<file path="config.mk">
export PLATFORM = sky130hd
export DESIGN_NAME = rsa_io_bridge
export DESIGN_NICKNAME = d
export VERILOG_FILES = /design/src/rtl/rsa_io_bridge.sv
export SDC_FILE = /design/constraint.sdc
export NUM_CORES = 1
export LEC_CHECK = 0
export ABC_AREA = 1
export BUFFER_PORTS_ARGS = -buffer_cell sky130_fd_sc_hd__buf_2
export CAP_MARGIN = 30
export CORE_MARGIN = 2
export CORE_UTILIZATION = 45
export DETAILED_ROUTE_END_ITERATION = 7
export GPL_ROUTABILITY_DRIVEN = 0
export PLACE_DENSITY = 0.72
export REMOVE_ABC_BUFFERS = 1
export SLEW_MARGIN = 30
export SYNTH_ARGS = -nofsm -noshare
export SYNTH_HDL_FRONTEND = slang
export SYNTH_SLANG_ARGS = --single-unit
</file>
<file path="constraint.sdc">
create_clock -name clk -period 9.1 [get_ports clk]
set_clock_uncertainty 0.1 [all_clocks]
set_input_delay 0.455 -clock clk [delete_from_list [all_inputs] [get_ports clk]]
set_output_delay 0.455 -clock clk [all_outputs]
set_load 0.05 [all_outputs]
</file>
<file path="src/rtl/rsa_io_bridge.sv">
// rtl/rsa_io_bridge.sv - core data-side bridge: RAM/IO decode, input buffer, result FIFO, run FSM
module rsa_io_bridge #(
   parameter logic [31:0] IO_BASE   = 32'h0000_0400,
   parameter int          IN_DEPTH  = 8,
   parameter int          OUT_DEPTH = 16
) (
   input  logic        clk,
   input  logic        reset,
   input  logic [31:0] cpu_addr,
   input  logic [31:0] cpu_wdata,
   input  logic        cpu_we,
   input  logic        cpu_re,
   output logic [31:0] cpu_rdata,
   input  logic [31:0] ram_rdata,
   output logic        ram_we,
   input  logic        host_in_valid,
   input  logic [31:0] host_in_data,
   output logic        host_in_ready,
   input  logic        host_go,
   output logic        cpu_start,
   output logic        res_valid,
   output logic [31:0] res_data,
   input  logic        res_ready,
   output logic        busy,
   output logic        done
);

   localparam int IN_AW  = $clog2(IN_DEPTH);
   localparam int IN_CW  = IN_AW + 1;
   localparam int OUT_AW = $clog2(OUT_DEPTH);
   localparam int OUT_CW = OUT_AW + 1;
   localparam logic [IN_CW-1:0]  IN_FULL_CNT  = IN_CW'(IN_DEPTH);
   localparam logic [OUT_CW-1:0] OUT_FULL_CNT = OUT_CW'(OUT_DEPTH);

   typedef enum logic [1:0] {
      S_IDLE = 2'd0,
      S_RUN  = 2'd1,
      S_DONE = 2'd2
   } state_t;

   state_t r_state;
   state_t w_next;

   logic [31:0]       r_in_mem [IN_DEPTH];
   logic [IN_AW-1:0]  r_in_wptr, r_in_rptr;
   logic [IN_CW-1:0]  r_in_cnt;
   logic [31:0]       r_out_mem [OUT_DEPTH];
   logic [OUT_AW-1:0] r_out_wptr, r_out_rptr;
   logic [OUT_CW-1:0] r_out_cnt;
   logic              r_ovf;
   logic              r_cpu_start;

   logic        w_io_hit;
   logic [1:0]  w_off;
   logic        w_in_empty, w_in_full, w_out_empty, w_out_full;
   logic        w_in_push, w_in_pop, w_out_wr, w_out_push, w_out_pop;
   logic        w_done_st, w_start_run;
   logic [31:0] w_io_rdata;

   assign w_io_hit    = (cpu_addr[31:4] == IO_BASE[31:4]);
   assign w_off       = cpu_addr[3:2];
   assign w_in_empty  = (r_in_cnt == '0);
   assign w_in_full   = (r_in_cnt == IN_FULL_CNT);
   assign w_out_empty = (r_out_cnt == '0);
   assign w_out_full  = (r_out_cnt == OUT_FULL_CNT);

   assign w_in_push   = host_in_valid & host_in_ready;
   assign w_in_pop    = cpu_re & w_io_hit & (w_off == 2'd1) & ~w_in_empty;
   assign w_out_wr    = cpu_we & w_io_hit & (w_off == 2'd2) & (r_state == S_RUN);
   assign w_out_push  = w_out_wr & ~w_out_full;
   assign w_out_pop   = res_valid & res_ready;
   assign w_done_st   = cpu_we & w_io_hit & (w_off == 2'd3) & (r_state == S_RUN);
   assign w_start_run = (r_state == S_IDLE) & host_go & ~w_in_empty;

   assign ram_we        = cpu_we & ~w_io_hit;
   assign host_in_ready = (r_state == S_IDLE) & ~w_in_full;
   assign res_valid     = ~w_out_empty;
   assign res_data      = r_out_mem[r_out_rptr];
   assign busy          = (r_state == S_RUN);
   assign done          = (r_state == S_DONE);
   assign cpu_start     = r_cpu_start;

   // Input buffer storage; contents need no reset because the count gates every read
   always_ff @(posedge clk) begin
      if (w_in_push) r_in_mem[r_in_wptr] <= host_in_data;
   end

   // Input buffer pointers and occupancy
   always_ff @(posedge clk or posedge reset) begin
      if (reset) begin
         r_in_wptr <= '0;
         r_in_rptr <= '0;
         r_in_cnt  <= '0;
      end else begin
         if (w_in_push) r_in_wptr <= r_in_wptr + IN_AW'(1);
         if (w_in_pop)  r_in_rptr <= r_in_rptr + IN_AW'(1);
         r_in_cnt <= r_in_cnt + IN_CW'(w_in_push) - IN_CW'(w_in_pop);
      end
   end

   // Result FIFO storage
   always_ff @(posedge clk) begin
      if (w_out_push) r_out_mem[r_out_wptr] <= cpu_wdata;
   end

   // Result FIFO pointers, occupancy and sticky overflow (cleared when a new run starts)
   always_ff @(posedge clk or posedge reset) begin
      if (reset) begin
         r_out_wptr <= '0;
         r_out_rptr <= '0;
         r_out_cnt  <= '0;
         r_ovf      <= 1'b0;
      end else begin
         if (w_out_push) r_out_wptr <= r_out_wptr + OUT_AW'(1);
         if (w_out_pop)  r_out_rptr <= r_out_rptr + OUT_AW'(1);
         r_out_cnt <= r_out_cnt + OUT_CW'(w_out_push) - OUT_CW'(w_out_pop);
         if (w_start_run)
            r_ovf <= 1'b0;
         else if (w_out_wr & w_out_full)
            r_ovf <= 1'b1;
      end
   end

   // Run FSM state register; cpu_start is registered from the next state so it tracks RUN glitch-free
   always_ff @(posedge clk or posedge reset) begin
      if (reset) begin
         r_state     <= S_IDLE;
         r_cpu_start <= 1'b0;
      end else begin
         r_state     <= w_next;
         r_cpu_start <= (w_next == S_RUN);
      end
   end

   // Run FSM next-state logic
   always_comb begin
      w_next = r_state;
      case (r_state)
         S_IDLE:  if (w_start_run) w_next = S_RUN;
         S_RUN:   if (w_done_st) w_next = S_DONE;
         S_DONE:  if (w_out_empty & ~host_go) w_next = S_IDLE;
         default: w_next = S_IDLE;
      endcase
   end

   // I/O window read mux; reads have no side effect unless cpu_re pops IN_POP
   always_comb begin
      w_io_rdata = 32'd0;
      case (w_off)
         2'd0:    w_io_rdata = {28'd0, r_ovf, w_out_full, w_in_empty, busy};
         2'd1:    w_io_rdata = w_in_empty ? 32'd0 : r_in_mem[r_in_rptr];
         default: w_io_rdata = 32'd0;
      endcase
   end

   assign cpu_rdata = w_io_hit ? w_io_rdata : ram_rdata;

endmodule

</file>
# Word level (Yosys, flattened, before mapping)
# Memories as Yosys holds them, arrays and structs flattened.
# Index checks and enable logic that the tools add are counted.
# word_totals
regBits	27
mem_bits_rw	768
inputBits	135
output_inout_bits	70
word_cells	69
mem_count	2
# mem_list
name	depth	word_bits	read_ports	rd_clocked_by_memory_dff	wr	line	text
r_out_mem	16	32	1	0	1	47	logic [31:0] r_out_mem [OUT_DEPTH];
r_in_mem	8	32	1	0	1	44	logic [31:0] r_in_mem [IN_DEPTH];
# op_classes
addsub	8
eq_ne	9
mux	13
bitwise_logic	23
n_reduce_logical	5
# op_table
op	n
$mux W32	2
$pmux W32 S2	1
$eq A28 B7 Y1 const B	1
$and A1 B1 Y1	17
$add A4 B1 Y4 const B	2
$add A3 B1 Y3 const B	2
$eq A2 B1 Y1 const B	3
$eq A2 B2 Y1 const B	3
$mux W1	6
$mux W2	3
$not A1 Y1	6
$pmux W2 S3	1
$add A5 B1 Y5	1
$eq A5 B5 Y1 const B	1
$logic_not A5 Y1	1
$sub A5 B1 Y5	1
$add A4 B1 Y4	1
$eq A4 B4 Y1 const B	1
$logic_not A2 Y1	2
$logic_not A4 Y1	1
$sub A4 B1 Y4	1
$reduce_bool A2 Y1	1

# Depth between registers and ports, before layout
# logic_depth
depth_word	7
ltp_mapped	17
depth_no_buf	16

# Worst setup path after synthesis
# No wires, ideal clock.
# synth_timing
path_type	register -> register
start	register r_in_cnt[2]
end	memory r_in_mem[0][0] (enable)
arrival_time_ps	3846
path_slack_ps	4733
path_stages_with_launch	7
path_buffers	0
cell_sequence	dfrtp_1 > inv_1 > ha_1 > a211oi_1 > nand2_1 > or2_2 > nor2_1
# synth_via
elab_chain_cells	6
# synth_lines
item	line	text
start, declared	46	logic [IN_CW-1:0] r_in_cnt;
start signal, assigned	97	r_in_cnt <= r_in_cnt + IN_CW'(w_in_push) - IN_CW'(w_in_pop);
$eq A4 B4 Y1	63	assign w_in_full = (r_in_cnt == IN_FULL_CNT);
$not A1 Y1	76	assign host_in_ready = (r_state == S_IDLE) & ~w_in_full;
$and A1 B1 Y1	76	
net host_in_ready	18	output logic host_in_ready,
$and A1 B1 Y1	67	assign w_in_push = host_in_valid & host_in_ready;
$mux W1	85	if (w_in_push) r_in_mem[r_in_wptr] <= host_in_data;
$mux W1 (not written as such)	85	
end, declared	44	
# The timed path passes the listed nets, and every way through them passes these cells.

# Final worst setup path
# layout_timing
start	register r_out_rptr[0]
end	output res_data[12]
# layout_via
elab_chain_cells	1
# layout_lines
item	line	text
start, declared	48	logic [OUT_AW-1:0] r_out_wptr, r_out_rptr;
start signal, assigned	115	if (w_out_pop) r_out_rptr <= r_out_rptr + OUT_AW'(1);
$mem_v2 Z16 W32	n/a	
end, declared	22	output logic [31:0] res_data,
# No other way between the ends.

==> metrics.txt <==
CP required=8550 ps; RSZ-0062 raised after global routing=no; Peak supply drop=~0.23 mV; Initial Utilization=between 40 and 50%; Post-Synth Adder-Cell Area=less than 1%; clock root cell=clkbuf_16; Max Slew Vio Count=0; Final Non-Filler Cells=3683; GRT Overall Usage=20.36%; first-pass GRT wire length=116500 um; FFs w/ async S/R, synth=under 10%; crit path max fanout=139; power density cells=~280 nW/um2; Tot Pwr=10.60 mW; R2R setup slack=6070 ps; XOR/XNOR Fraction of Synth Area=0.4036%; TritonCTS clock tree=yes; Setup-failing EPs final=0; simple-gate share of the synthesized area=approximately 7%; post-layout util=a little over half; Seq cells post-synth=slightly below 800; Vias/cell=5.560; Achievable Freq=around 230 MHz; number of global-route vias before repair=between 20000 and 25000; wirelength, routed=about 77000 um; CP endpoint kind=output port; Worst-Margin Slew=998.2 ps; static leakage=between 10 and 15 nW; Fin Setup TNS=0 ps; startpoint types=flip-flop; clk buf depth=3; Post-Syn Instances=2448; initial antenna violation count=7; Final Cell Area=around 38000 um2; share of layout cells above drive strength 1=approximately 15%; post-detail-place hpwl=between 30000 and 40000 um; DRT iter0 DRCs=between 1500 and 2000; Synth Area in Compound Gates=10.79%; clock latency on the worst-skew pair=between 600 and 700 ps; mux share of post-synthesis cell area=under 10%; chip width=roughly 270 um; TritonCTS buffer count=82; HP Start=res_ready; Synth Area per Inst=13.30 um2; worst r2r src=r_out_cnt[2]; post-synthesis sequential area ratio=72.92%; largest net degree at the start of global routing=226; IO Port Bufs=a little over 200; Post-synth EDFFs=~770; Core ar.=between 70000 and 80000 um2; Worst path max stage delay=1030 ps; htree depth=3; CTS Hold Bufs=34; Area Overhead vs Synth=15.61%; status=finished clean; Remaining DRCs=0; Tcrit/Tclk final=about 47%; Synth Cell Area=about 33000 um2; Worst Reg2Reg Path Length in Cells=12; routed vias=20480; Post-CTS Setup Inserts=0; worst hold path depth=3; Min-Delay Path Class=in -> reg; Rows=98; Post-DRT Antenna Nets=0; Final Hold Viols=0; worst-path cell chain=buf_12 -> buf_16 -> mux2i_1 -> o211ai_1 -> nand3_1 -> nand2_1 -> buf_2; Placed Instances=about 3500; die area=~75000 um2; Arr. time, crit path=roughly 3800 ps; Most used DFF post-synth=edfxtp_1; CTS resizes=0; end point of the worst hold path=r_out_rptr[0]; nets=around 2800; die height=between 200 and 300 um; Max-Cap Viols=0; minimum clock period after layout=~4300 ps; Placed Area=~34000 um2; IO Count=roughly 200; DR pass1 iterations=5; Routed wire per std cell=approximately 21 um; warnings from Yosys=0; grt ovf=0; largest family of logic cells by synthesized area=compound AO/OA/AOI/OAI gates; reg2reg end=r_out_cnt[4]; Worst slew margin=between 30% and 40%; Crit Path Class=reg -> out; Clock Sinks=between 700 and 800; Crit-path slowest cell=dfrtp_4; Worst-path clk slew=roughly 60 ps; library cells used by synthesis=41
critical path: cells and delay by family (launching register included):
family,cells,cell delay [ps]
muxes,1,220
DFF,1,1030
buffers and inverters,3,1180
AOI/OAI and AO/OA,1,240
and+or+nand+nor,2,290
through the flow:
step | hold slack, ps | setup WS, ps
after floorplan | 356.5 | -292.6
after global placement | 381.0 | 5570
after detailed placement | 384.6 | 5509
after CTS | 9.434 | 4789
after global routing | 53.04 | 4544
final | 34.54 | 4782
power breakdown:
group / switching [mW] / total, mW / leakage [nW] / internal [mW]
clock network: 1.40 / 3.40 / 1.35 / 2.00
registers: 0.195 / 4.39 / 7.22 / 4.19
logic: 1.99 / 2.81 / 5.02 / 0.818
kinds of logic (layout without fill, tap and decap cells):
logic type               after synthesis  count (layout)
multiplexers                         125             125
adder cells (fa/ha/maj)               21              21
flip-flops                           795             795
other                                  0               3
AND/OR/NAND/NOR                      546             546
XOR/XNOR                              15              15
AO/OA/AOI/OAI                        618             618
buffers and inverters                328             610
synthesized netlist by cell type (4+ instances only):
library cell / n / share of area [%]
nand3_1: 51 / 0.78
buf_4: 11 / 0.25
o22ai_1: 54 / 1.0
nor2_1: 183 / 2.1
nand2_1: 276 / 3.2
buf_2: 38 / 0.58
dfrtp_1: 27 / 2.1
nor3_1: 14 / 0.22
o21ai_0: 269 / 4.1
clkbuf_2: 4 / 0.062
buf_1: 9 / 0.10
inv_1: 175 / 2.0
clkbuf_1: 74 / 0.85
o211ai_1: 136 / 3.1
o21ai_1: 20 / 0.31
ha_1: 19 / 0.73
edfxtp_1: 768 / 71
buf_6: 11 / 0.38
a21oi_1: 135 / 2.1
inv_2: 5 / 0.058
nand4_1: 7 / 0.13
mux2i_1: 125 / 3.8
xor2_1: 12 / 0.32
cell usage in the layout (no fill, tap or decap), types with 51 or more instances in the layout:
| master | n |
|---|---|
| inv_1 | 172 |
| nand3_1 | 51 |
| o22ai_1 | 54 |
| clkbuf_16 | 84 |
| o21ai_0 | 269 |
| nand2_1 | 276 |
| buf_2 | 202 |
| a21oi_1 | 135 |
| nor2_1 | 175 |
| mux2i_1 | 125 |
| edfxtp_1 | 768 |
| o211ai_1 | 136 |
sequential cells by signal, indices dropped and copies added (netlist names):
register    cells
r_out_mem     512
r_in_mem      256
r_out_cnt       5
r_in_cnt        4
r_out_rptr      4
r_out_wptr      4
r_in_rptr       3
r_in_wptr       3
r_state         2
cpu_start       1
r_ovf           1
worst max path at each step:
stage,slack (ps),startpoint,to
global route,4540,r_out_rptr[0],res_data[12]
CTS,4790,r_out_rptr[0],res_data[12]
global placement,5570,r_out_rptr[1],res_data[31]
detailed placement,5510,r_out_rptr[1],res_data[31]
floorplan,-290,r_out_rptr[0],res_data[0]
finish,4780,r_out_rptr[0],res_data[12]
cell type report:
class	count	area, um2
diodes	3	7.507
clock buffers	101	2166
clock inverters	53	604.3
fillers	5805	33980
inverters	181	685.7
multi-input cells	1325	7548
flip-flops and latches	795	23750
well taps	950	1189
repair buffers	275	1677
routing by layer:
metal	vias up	wire length [um]	global-route usage, %
li1	9365	-	-
met1	10150	30250	25.07
met2	798	38920	35.63
met3	163	5650	4.007
met4	6	2183	7.420
met5	-	38	0
Note: power is estimated with default switching activity, not from simulation.
